`src/rtl/mem_arbiter.sv`:
```
// Single-ported RAM arbiter for per-core icache/dcache ports.
// Dcache requests win over icache requests; within a class, cores are served round-robin.
module mem_arbiter #(
  parameter int CPUS = 2
) (
  input  logic                   CLK,
  input  logic                   nRST,
  input  logic [CPUS-1:0]        iREN,
  input  logic [CPUS-1:0][31:0]  iaddr,
  output logic [CPUS-1:0][31:0]  iload,
  output logic [CPUS-1:0]        iwait,
  input  logic [CPUS-1:0]        dREN,
  input  logic [CPUS-1:0]        dWEN,
  input  logic [CPUS-1:0][31:0]  daddr,
  input  logic [CPUS-1:0][31:0]  dstore,
  output logic [CPUS-1:0][31:0]  dload,
  output logic [CPUS-1:0]        dwait,
  output logic                   ramREN,
  output logic                   ramWEN,
  output logic [31:0]            ramaddr,
  output logic [31:0]            ramstore,
  input  logic [31:0]            ramload,
  input  logic [1:0]             ramstate,
  output logic                   ram_err
);

  localparam int GW = (CPUS > 1) ? $clog2(CPUS) : 1;
  localparam logic [1:0] RAM_ACCESS = 2'd2;
  localparam logic [1:0] RAM_ERROR  = 2'd3;

  typedef enum logic [1:0] {
    IDLE    = 2'd0,
    GRANT_D = 2'd1,
    GRANT_I = 2'd2
  } state_t;

  state_t          state_q, state_d;
  logic [GW-1:0]   gidx_q, gidx_d;
  logic [GW-1:0]   rr_d_q, rr_d_d;
  logic [GW-1:0]   rr_i_q, rr_i_d;
  logic            ram_err_q, ram_err_d;
  logic [CPUS-1:0] dreq_s;
  logic            access_s;

  // Pointer one past the granted core, wrapping at CPUS.
  function automatic logic [GW-1:0] next_ptr(input logic [GW-1:0] p);
    if (int'(p) >= CPUS - 1) begin
      next_ptr = '0;
    end else begin
      next_ptr = p + GW'(1);
    end
  endfunction

  // First requester at or above ptr, wrapping modulo CPUS.
  function automatic logic [GW-1:0] pick_rr(input logic [CPUS-1:0] req,
                                            input logic [GW-1:0]   ptr);
    logic found;
    int   j;
    pick_rr = ptr;
    found   = 1'b0;
    for (int k = 0; k < CPUS; k++) begin
      j = (int'(ptr) + k) % CPUS;
      if (!found && req[j]) begin
        pick_rr = GW'(j);
        found   = 1'b1;
      end
    end
  endfunction

  // Arbiter state, grant index, round-robin pointers and sticky error flag.
  always_ff @(posedge CLK or negedge nRST) begin
    if (!nRST) begin
      state_q   <= IDLE;
      gidx_q    <= '0;
      rr_d_q    <= '0;
      rr_i_q    <= '0;
      ram_err_q <= 1'b0;
    end else begin
      state_q   <= state_d;
      gidx_q    <= gidx_d;
      rr_d_q    <= rr_d_d;
      rr_i_q    <= rr_i_d;
      ram_err_q <= ram_err_d;
    end
  end

  // Next-state decision and RAM/wait steering from the granted port.
  always_comb begin
    state_d   = state_q;
    gidx_d    = gidx_q;
    rr_d_d    = rr_d_q;
    rr_i_d    = rr_i_q;
    ram_err_d = ram_err_q;
    ramREN    = 1'b0;
    ramWEN    = 1'b0;
    ramaddr   = 32'h0000_0000;
    ramstore  = 32'h0000_0000;
    iwait     = '1;
    dwait     = '1;
    dreq_s    = dREN | dWEN;
    access_s  = (ramstate == RAM_ACCESS);

    case (state_q)
      IDLE: begin
        if (|dreq_s) begin
          state_d = GRANT_D;
          gidx_d  = pick_rr(dreq_s, rr_d_q);
        end else if (|iREN) begin
          state_d = GRANT_I;
          gidx_d  = pick_rr(iREN, rr_i_q);
        end else begin
          state_d = IDLE;
        end
      end
      GRANT_D: begin
        // Write wins when a dcache raises both strobes.
        ramWEN         = dWEN[gidx_q];
        ramREN         = dREN[gidx_q] & ~dWEN[gidx_q];
        ramaddr        = daddr[gidx_q];
        ramstore       = dstore[gidx_q];
        dwait[gidx_q]  = ~access_s;
        if (!dreq_s[gidx_q]) begin
          state_d = IDLE;
          rr_d_d  = next_ptr(gidx_q);
        end else begin
          state_d = GRANT_D;
        end
      end
      GRANT_I: begin
        ramREN         = iREN[gidx_q];
        ramaddr        = iaddr[gidx_q];
        iwait[gidx_q]  = ~access_s;
        if (!iREN[gidx_q]) begin
          state_d = IDLE;
          rr_i_d  = next_ptr(gidx_q);
        end else begin
          state_d = GRANT_I;
        end
      end
      default: begin
        state_d = IDLE;
      end
    endcase

    if ((state_q != IDLE) && (ramstate == RAM_ERROR)) begin
      ram_err_d = 1'b1;
    end else begin
      ram_err_d = ram_err_q;
    end
  end

  // Load data is broadcast to every cache port.
  always_comb begin
    for (int i = 0; i < CPUS; i++) begin
      iload[i] = ramload;
      dload[i] = ramload;
    end
  end

  assign ram_err = ram_err_q;

endmodule
```
`config.mk`:
```
export PLATFORM = sky130hd
export DESIGN_NAME = mem_arbiter
export DESIGN_NICKNAME = d
export VERILOG_FILES = /design/src/rtl/mem_arbiter.sv
export SDC_FILE = /design/constraint.sdc
export NUM_CORES = 1
export LEC_CHECK = 0
export BUFFER_PORTS_ARGS = -buffer_cell sky130_fd_sc_hd__buf_4
export CAP_MARGIN = 20
export CORE_AREA = 2 2 166 168
export DETAILED_ROUTE_END_ITERATION = 10
export DIE_AREA = 0 0 168 170
export HOLD_SLACK_MARGIN = 0.06
export PLACE_DENSITY = 0.37
export REMOVE_ABC_BUFFERS = 1
export SLEW_MARGIN = 20
export SYNTH_ARGS = -nofsm -noshare
export SYNTH_HDL_FRONTEND = slang
export SYNTH_SLANG_ARGS = --single-unit
```
`constraint.sdc`:
```
create_clock -name CLK -period 2.2 [get_ports CLK]
set_input_delay 0.33 -clock CLK [delete_from_list [all_inputs] [get_ports CLK]]
set_output_delay 0.33 -clock CLK [all_outputs]
set_load 0.05 [all_outputs]
```
==> flow_summary.yaml, run 1 <==
run_status:
  outcome: "completed"
global_route:
  grt_pass1_wl_um: 28700
  grt_usage: 0.144
  grt_overflow_total: 0
  grt_antenna_before_repair: 0
  grt_max_degree: 36
  grt_pass1_vias: 3550
logic_synthesis:
  yosysSeqAreaShare: 0.0484
  synth-edff-count: 0
  ys_types: 31
  synth_cells: 398
  async_flop_share: 1.00
  synth-main-ff-cell: "dfrtp_1"
  avgSynthCellArea_um2: 7.79
  ys_ff_latch: 6
  yosys_warnings: 0
  netlist_area_mm2: 0.00310
critical_path:
  critical_path_class: "register to output pin"
  worstPathArrival_ps: 1790
  required_ps: 1870
  ff2ff_path_depth: 4
  startpoint_type: "register"
  critPathCaptureType: "output pin"
  critPathCapture: "ramaddr[14]"
  r2r-start: "gidx_q"
  r2r_end: "state_q[1]"
  cp_max_fo: 31
  crit_path_start: "gidx_q"
  rrSetupSlack_ps: 720
die:
  core.rowCount: 60
  chipWidth_um: 168
  die-area_mm2: 0.0286
  io_pins: 433
  core_mm2: 0.0267
  fp.dieH_um: 170
  start_util: 0.116
timing:
  drv_slew: 0
  finClkSkew_ps: 4.57
  fmax_mhz: 472
  relSlewSlack: 0.643
  timing.final.crit_share: 0.964
  setup-violations-final: 0
  finalHoldViolations: 0
  rsz0062_at_grt: "false"
  worst_slew_pin_slew_ps: 530
  min_period_ps: 2120
route:
  routedWlPerCell_um: 25.2
  ant_nets: 0
  first_pass_iters: 4
  remaining_drc_errors: 0
  drtIter0Drc: 159
  vias: 3433
  vias_per_cell: 3.91
  wirelength_um: 22100
cts:
  htreeDepth: 1
  post_cts_buffers: 0
  clk_latency_ps: 230
  cts_buffers: 3
  root_buffer: "clkbuf_16"
  cts_sinks: 6
  cts.path.max_buffers: 2
  cts_tree: "done"
  path_clk_slew_ps: 40
power_and_ir_drop:
  finalPower_uw: 6260
  peakVddDrop_mv: 0.482
  p_per_area_mw_per_mm2: 1330
  leakagePower_uw: 0.00240
run:
  drv_cap: 0
place:
  place_congestion: 0.758
  dpl.cell_count: 872
  dp_hpwl_um: 19500
  io_buffers: 272
final_layout:
  area_growth_pct: 51.8
  final_common_cell: "buf_4"
  drive_gt1_frac: 0.550
  nNetsFinal: 775
  diodes: 0
  fin_cells: 877
  final_cell_mix: "buf_4, mux2i_1, nor2_1"
hold_path:
  hold_path.class: "input pin to register"
-- through the flow --
stage	hold slack [ps]	TNS (ps)	setup slack, ps	util	area (µm²)
final	365	0	79.5	0.177	4710
after global routing	390	0	3.28	0.177	4710
after CTS	366	0	35.1	0.175	4670
after detailed placement	149	0	39.3	0.172	4570
after global placement	147	0	49.4	0.172	4570
after floorplan	34.4	-172120	-2660	-	1930
-- worst max-delay path, cell delays in order, from the launching register on --
cell and delay (ps):
dfrtp_4 460, buf_12 240, mux2i_1 340, o22ai_1 130, and2_1 170, buf_4 180
-- state kept, by name (all words and copies together), names as in the netlist --
register / count
ram_err: 1
rr_i_q: 1
gidx_q: 1
state_q: 2
rr_d_q: 1
-- timing repair --
item,4_1_cts,5_1_grt
pin swaps,0,0
hold buffers,1,0
setup endpoints to repair,1,13
resized for setup,2,7
hold endpoints to repair,6,0
-- where the power goes --
part | switching [µW] | total [µW] | internal (µW)
Sequential | 38.8 | 185 | 146
Combinational | 3690 | 5770 | 2080
Clock | 68.3 | 309 | 241
-- per-layer routing --
metal,GRT usage,vias up,part of all wire
met5,0.0383,-,0.0052
met4,0.0238,2,0.015
met3,0.122,10,0.19
met2,0.242,335,0.46
met1,0.135,1576,0.32
li1,-,1510,-
-- synth_stat cells, drive strengths merged, types with 2 or more instances --
master / number / area [µm²]
a21oi: 5 / 25.0
a31oi: 2 / 12.5
and2: 32 / 200
buf: 150 / 1160
clkbuf: 3 / 11.3
dfrtp: 6 / 150
ha: 4 / 50.1
inv: 6 / 22.5
mux2i: 97 / 971
nand2: 7 / 26.3
nor2: 36 / 135
nor2b: 2 / 12.5
o21ai: 2 / 10.0
o22ai: 33 / 206
-- how the worst min path moves through the flow --
| stage | startpoint | endpoint | slack [ps] | depth (start not counted) |
|---|---|---|---|---|
| 4_1_cts | iREN[1] | rr_i_q | 370 | 3 |
| 3_3_place_gp | nRST | ram_err | 150 | 1 |
| 6_report | ramstate[0] | ram_err | 360 | 3 |
| 3_5_place_dp | nRST | ram_err | 150 | 1 |
| 2_1_floorplan | nRST | gidx_q | 30 | 0 |
| 5_1_grt | iREN[1] | rr_i_q | 390 | 3 |
-- cell type report --
| type | count | area [µm²] |
|---|---|---|
| Timing Repair Buffer | 287 | 2240 |
| Tap cell | 341 | 427 |
| Sequential cell | 6 | 154 |
| Multi-Input combinational cell | 233 | 1780 |
| Inverter | 6 | 22.5 |
| Fill cell | 3061 | 21900 |
| Clock buffer | 4 | 78.8 |
-- kinds of logic (layout without fill, tap and decap cells) --
group	Yosys count	count (layout)	synth area share
compound gates	47	47	0.0952
buf+inv	159	297	0.385
fa+ha+maj	4	4	0.0161
simple gates	84	84	0.139
flops	6	6	0.0484
mux	98	98	0.317
Power figures use the tool's default switching activity.
==> inputs of run 2 (changes only) <==
--- a/config.mk
+++ b/config.mk
@@ -7,11 +7,13 @@
 export LEC_CHECK = 0
 export BUFFER_PORTS_ARGS = -buffer_cell sky130_fd_sc_hd__buf_4
 export CAP_MARGIN = 20
-export CORE_AREA = 2 2 166 168
+export CORE_AREA = 2 2 169 171
 export DETAILED_ROUTE_END_ITERATION = 10
-export DIE_AREA = 0 0 168 170
+export DIE_AREA = 0 0 171 173
+export GPL_TIMING_DRIVEN = 0
 export HOLD_SLACK_MARGIN = 0.06
 export PLACE_DENSITY = 0.37
+export RECOVER_POWER = 100
 export REMOVE_ABC_BUFFERS = 1
 export SLEW_MARGIN = 20
 export SYNTH_ARGS = -nofsm -noshare
==> constraint.sdc (replaced) <==
create_clock -name CLK -period 1.9 [get_ports CLK]
set_input_delay 0.285 -clock CLK [delete_from_list [all_inputs] [get_ports CLK]]
set_output_delay 0.285 -clock CLK [all_outputs]
set_load 0.05 [all_outputs]
==> flow_summary.yaml, run 2 (same netlist as run 1, synthesis figures left out) <==
die:
  core.rowCount: 61
  io_pins: 433
  die-area_mm2: 0.0296
  start_util: 0.112
  core_mm2: 0.0276
  fp.dieH_um: 173
  chipWidth_um: 171
place:
  placed_area_mm2: 0.00454
  io_buffers: 272
  place_congestion: 0.788
  dp_hpwl_um: 20200
  dp_slack_ps: -555
timing:
  fin_ws_ps: -180
  rsz0062_at_grt: "true"
  timing.final.crit_share: 1.09
  finalHoldViolations: 0
  worst_slew_pin_slew_ps: 613
  setup-violations-final: 57
  drv_slew: 0
  finClkSkew_ps: 5.39
  fmax_mhz: 481
  min_period_ps: 2080
  relSlewSlack: 0.593
cts:
  clk_latency_ps: 230
  cts_sinks: 6
  htreeDepth: 1
  cts_tree: "done"
  path_clk_slew_ps: 40
  cts_buffers: 3
  cts.path.max_buffers: 2
  root_buffer: "clkbuf_16"
power_and_ir_drop:
  p_sw_frac: 0.546
  power.switching_uw: 5290
  combPwrFrac: 0.941
  peakVddDrop_mv: 0.863
  p_int_uw: 4400
  p_per_area_mw_per_mm2: 1670
  p_seq_frac: 0.022
  clock_power_share: 0.037
  leakagePower_uw: 0.00272
critical_path:
  critPathCaptureType: "output pin"
  r2r_end: "state_q[1]"
  r2r-start: "gidx_q"
  critical_path_class: "register to output pin"
  rrSetupSlack_ps: 450
  required_ps: 1620
  startpoint_type: "register"
  cp_max_fo: 6
  ff2ff_path_depth: 5
  worstPathArrival_ps: 1800
final_layout:
  drive_gt1_frac: 0.648
  final_common_cell: "buf_4"
  nNetsFinal: 802
  final_cell_mix: "buf_4, mux2i_1, buf_6"
  regMostFlops: "state_q"
  multi_input_area_mm2: 0.00209
  final_area_mm2: 0.00581
  area_growth_pct: 87.4
  seqCellArea_um2: 155
  n_fill_cell: 3107
  diodes: 0
  largest_reg_flops: 2
route:
  wl_met2_um: 11100
  remaining_drc_errors: 0
  top_layer: "met5"
  vias: 3524
  dr_wl_met3_um: 5030
  ant_nets: 0
  drt-met1-wl_um: 9160
  first_pass_iters: 4
  vias_per_cell: 3.74
  routedWlPerCell_um: 27.9
  wirelength_um: 26300
  drtIter0Drc: 169
global_route:
  grt_max_degree: 66
  grt_overflow_total: 0
  grt_usage: 0.160
  grt_antenna_before_repair: 0
  grt_pass1_wl_um: 32300
  grt_pass1_vias: 3693
run_status:
  violations: "negative setup slack"
  outcome: "finished, violations left"
hold_path:
  hp-start: "ramstate[1]"
  holdPathStages: 3
  hold_path.class: "input pin to register"
  holdPathEnd: "ram_err"
run:
  drv_cap: 0
## run 2: cell types whose count changed in the layout (fill, tap and decap cells not counted), sizes merged
cell    delta
buf       +21
clkbuf     +6
## run 2: area by class of cell
type | instances | area share
sequential | 6 | 0.0267
timing repair buffer | 314 | 0.510
inverter | 6 | 0.00883
clock buffer | 4 | 0.0136
multi-input combinational | 233 | 0.359
tap | 378 | 0.0814
## run 2: stage by stage
stage          hold slack, ps  power [µW]  TNS, ps   util  cells
6_report                  328        9690    -5650  0.210    941
5_1_grt                   368       10200    -8720  0.210    941
4_1_cts                   331        9020    -6610  0.197    922
3_5_place_dp             98.5        6860   -19100  0.164    898
3_3_place_gp             99.8        5430  -287590  0.161    895
2_1_floorplan           -10.6        3940  -191470      -    245
## run 2: worst max-delay path by stage
| stage | start | slack (ps) | cells past startpoint | to |
|---|---|---|---|---|
| floorplan | gidx_q | -2910 | 3 | ramREN |
| detailed placement | state_q[1] | -550 | 6 | ramaddr[29] |
| CTS | gidx_q | -220 | 5 | ramaddr[11] |
| finish | gidx_q | -180 | 7 | ramstore[18] |
| global placement | gidx_q | -4460 | 3 | ramstore[24] |
| global route | gidx_q | -230 | 7 | ramaddr[27] |
## run 2: power groups by stage
stage | clock network (µW) | logic (µW) | registers [µW]
after floorplan | 0 | 3520 | 417
after global placement | 0 | 5020 | 413
after detailed placement | 0 | 6540 | 326
after CTS | 359 | 8390 | 268
after global routing | 373 | 9610 | 215
final | 359 | 9120 | 212
## run 2: routing by layer
metal | vias up | global-route usage
li1 | 1573 | -
met4 | 4 | 0.0480
met5 | - | 0.0334
met3 | 28 | 0.134
met2 | 329 | 0.240
met1 | 1590 | 0.165
## run 2: critical path, cell delays in order, from the launching register on
cell,delay (ps)
dfrtp_4,490
buf_12,160
buf_12,140
buf_16,140
buf_4,140
mux2i_4,200
nor2_2,110
buf_6,170
## run 2: repair_timing
| action | 4_1_cts | 5_1_grt |
|---|---|---|
| pin swaps | 7 | 36 |
| buffers inserted | 12 | 16 |
| resized for setup | 121 | 29 |
| hold buffers | 1 | 0 |
| endpoints found under the setup margin | 70 | 65 |
| hold endpoints to repair | 6 | 0 |
| gates cloned | 7 | 5 |
==> inputs of run 3 (changes only) <==
--- a/config.mk
+++ b/config.mk
@@ -5,14 +5,14 @@
 export SDC_FILE = /design/constraint.sdc
 export NUM_CORES = 1
 export LEC_CHECK = 0
-export BUFFER_PORTS_ARGS = -buffer_cell sky130_fd_sc_hd__buf_4
 export CAP_MARGIN = 20
-export CORE_AREA = 2 2 169 171
+export CORE_AREA = 2 2 170 172
 export DETAILED_ROUTE_END_ITERATION = 10
-export DIE_AREA = 0 0 171 173
+export DIE_AREA = 0 0 172 174
+export DONT_BUFFER_PORTS = 1
 export GPL_TIMING_DRIVEN = 0
 export HOLD_SLACK_MARGIN = 0.06
-export PLACE_DENSITY = 0.37
+export PLACE_DENSITY = 0.3
 export RECOVER_POWER = 100
 export REMOVE_ABC_BUFFERS = 1
 export SLEW_MARGIN = 20
==> flow_summary.yaml, run 3 (same netlist as run 1, synthesis figures left out) <==
run_status:
  outcome: "finished, violations left"
  violations: "negative setup slack"
die:
  fp.dieH_um: 174
  core_mm2: 0.0282
  die-area_mm2: 0.0299
  io_pins: 433
  core.rowCount: 62
  start_util: 0.110
  chipWidth_um: 172
final_layout:
  largest_reg_flops: 2
  seqCellArea_um2: 154
  multi_input_area_mm2: 0.00228
  nNetsFinal: 518
  area_growth_pct: 17.6
  n_fill_cell: 3241
  fin_cells: 663
  final_common_cell: "mux2i_1"
  regMostFlops: "state_q"
  final_cell_mix: "mux2i_1, nor2_4, and2_4"
  finish.utilization: 0.129
  diodes: 0
  drive_gt1_frac: 0.470
critical_path:
  critical_path_class: "register to output pin"
  worstPathArrival_ps: 1700
  startpoint_type: "register"
  worstPathBufferInverterCount: 1
  cp_max_fo: 24
  required_ps: 1620
  cp_top_family: "flip-flops"
  critPathCaptureType: "output pin"
  slowest_stage: "dfrtp_4"
  r2r-start: "gidx_q"
  cpPeakStageDelay_ps: 560
  crit_path_start: "gidx_q"
  crit_chain: "buf_16, and4b_1, a31oi_1, a21boi_4"
global_route:
  grt_pass1_vias: 2526
  grt_max_degree: 34
  grt_pass1_wl_um: 23600
  grt_usage: 0.119
  grt_overflow_total: 0
  grt_antenna_before_repair: 0
place:
  place_congestion: 0.851
  dpl.cell_count: 631
  io_buffers: 0
  dp_hpwl_um: 14300
route:
  remaining_drc_errors: 0
  drtIter0Drc: 122
  top_layer: "met5"
  wl_met2_um: 8970
  first_pass_iters: 4
  vias: 2563
  vias_per_cell: 3.87
  dr_wl_met3_um: 3720
  wirelength_um: 20100
  ant_nets: 0
  drt-met1-wl_um: 6730
  routedWlPerCell_um: 30.3
timing:
  drv_slew: 0
  finalSetupTns_ps: -1510
  fin_ws_ps: -85.3
  setup-violations-final: 33
  fmax_mhz: 504
  finalHoldViolations: 0
  finClkSkew_ps: 1.83
  min_period_ps: 1990
  relSlewSlack: 0.639
  worst_slew_pin_slew_ps: 537
  rsz0062_at_grt: "true"
  timing.final.crit_share: 1.04
cts:
  cts_buffers: 3
  path_clk_slew_ps: 40
  root_buffer: "clkbuf_16"
  htreeDepth: 1
  clk_latency_ps: 230
  cts_tree: "done"
  cts.path.max_buffers: 2
  cts_sinks: 6
hold_path:
  hp-start: "ramstate[0]"
  hold_path.class: "input pin to register"
power_and_ir_drop:
  leakagePower_uw: 0.00138
  p_per_area_mw_per_mm2: 2280
  peakVddDrop_mv: 0.503
run:
  drv_cap: 0
[run 3: cell count changes in the layout (fill, tap and decap cells not counted), sizes merged]
cell,before,now
buf,307,25
clkbuf,10,5
inv,6,8
clkinv,0,1
[run 3: repair_timing]
item / 4_1_cts / 5_1_grt
endpoints found under the hold margin: 6 / 0
pin swaps: 23 / 22
hold buffers: 1 / 0
gates cloned: 8 / 4
setup buffers: 10 / 5
setup endpoints to repair: 68 / 61
resized for setup: 178 / 17
[run 3: worst paths after layout]
kind	to	slack, ps	depth (start not counted)
max	ramREN	-90	4
min	ram_err	200	2
max reg2reg	state_q[1]	480	4
min reg2reg	rr_d_q	530	1
max in group asynchronous	gidx_q	1270	1
min in group asynchronous	gidx_q	380	1
[run 3: final cells by class]
class / instances / share of cell area
Timing Repair Buffer: 27 / 0.150
Tap cell: 384 / 0.132
Multi-Input combinational cell: 233 / 0.625
Sequential cell: 6 / 0.0422
Clock buffer: 4 / 0.0216
Timing Repair inverter: 3 / 0.0144
Inverter: 6 / 0.0141
[run 3: power breakdown]
| group | internal [µW] | total [µW] | leakage, µW | switching [µW] |
|---|---|---|---|---|
| clock network | 279 | 351 | 0.0000382 | 72.7 |
| logic | 2800 | 7680 | 0.00128 | 4880 |
| registers | 169 | 266 | 0.0000628 | 97.0 |
| total | 3250 | 8290 | 0.00138 | 5050 |
[run 3: routing by layer]
| metal | global-route usage | up-vias |
|---|---|---|
| li1 | - | 1009 |
| met1 | 0.110 | 1203 |
| met2 | 0.195 | 327 |
| met3 | 0.107 | 18 |
| met4 | 0.0144 | 6 |
| met5 | 0.0619 | - |
[run 3: through the flow]
stage | hold slack [ps] | worst slack [ps] | instance area, µm² | power (µW)
3_5_place_dp | -10.2 | -571 | 2470 | 5320
6_report | 198 | -85.3 | 3640 | 8290
4_1_cts | 205 | -105 | 3440 | 7960
2_1_floorplan | -10.6 | -2910 | 1930 | 3940
3_3_place_gp | -10.1 | -4250 | 2410 | 4180
5_1_grt | 203 | -149 | 3640 | 8710
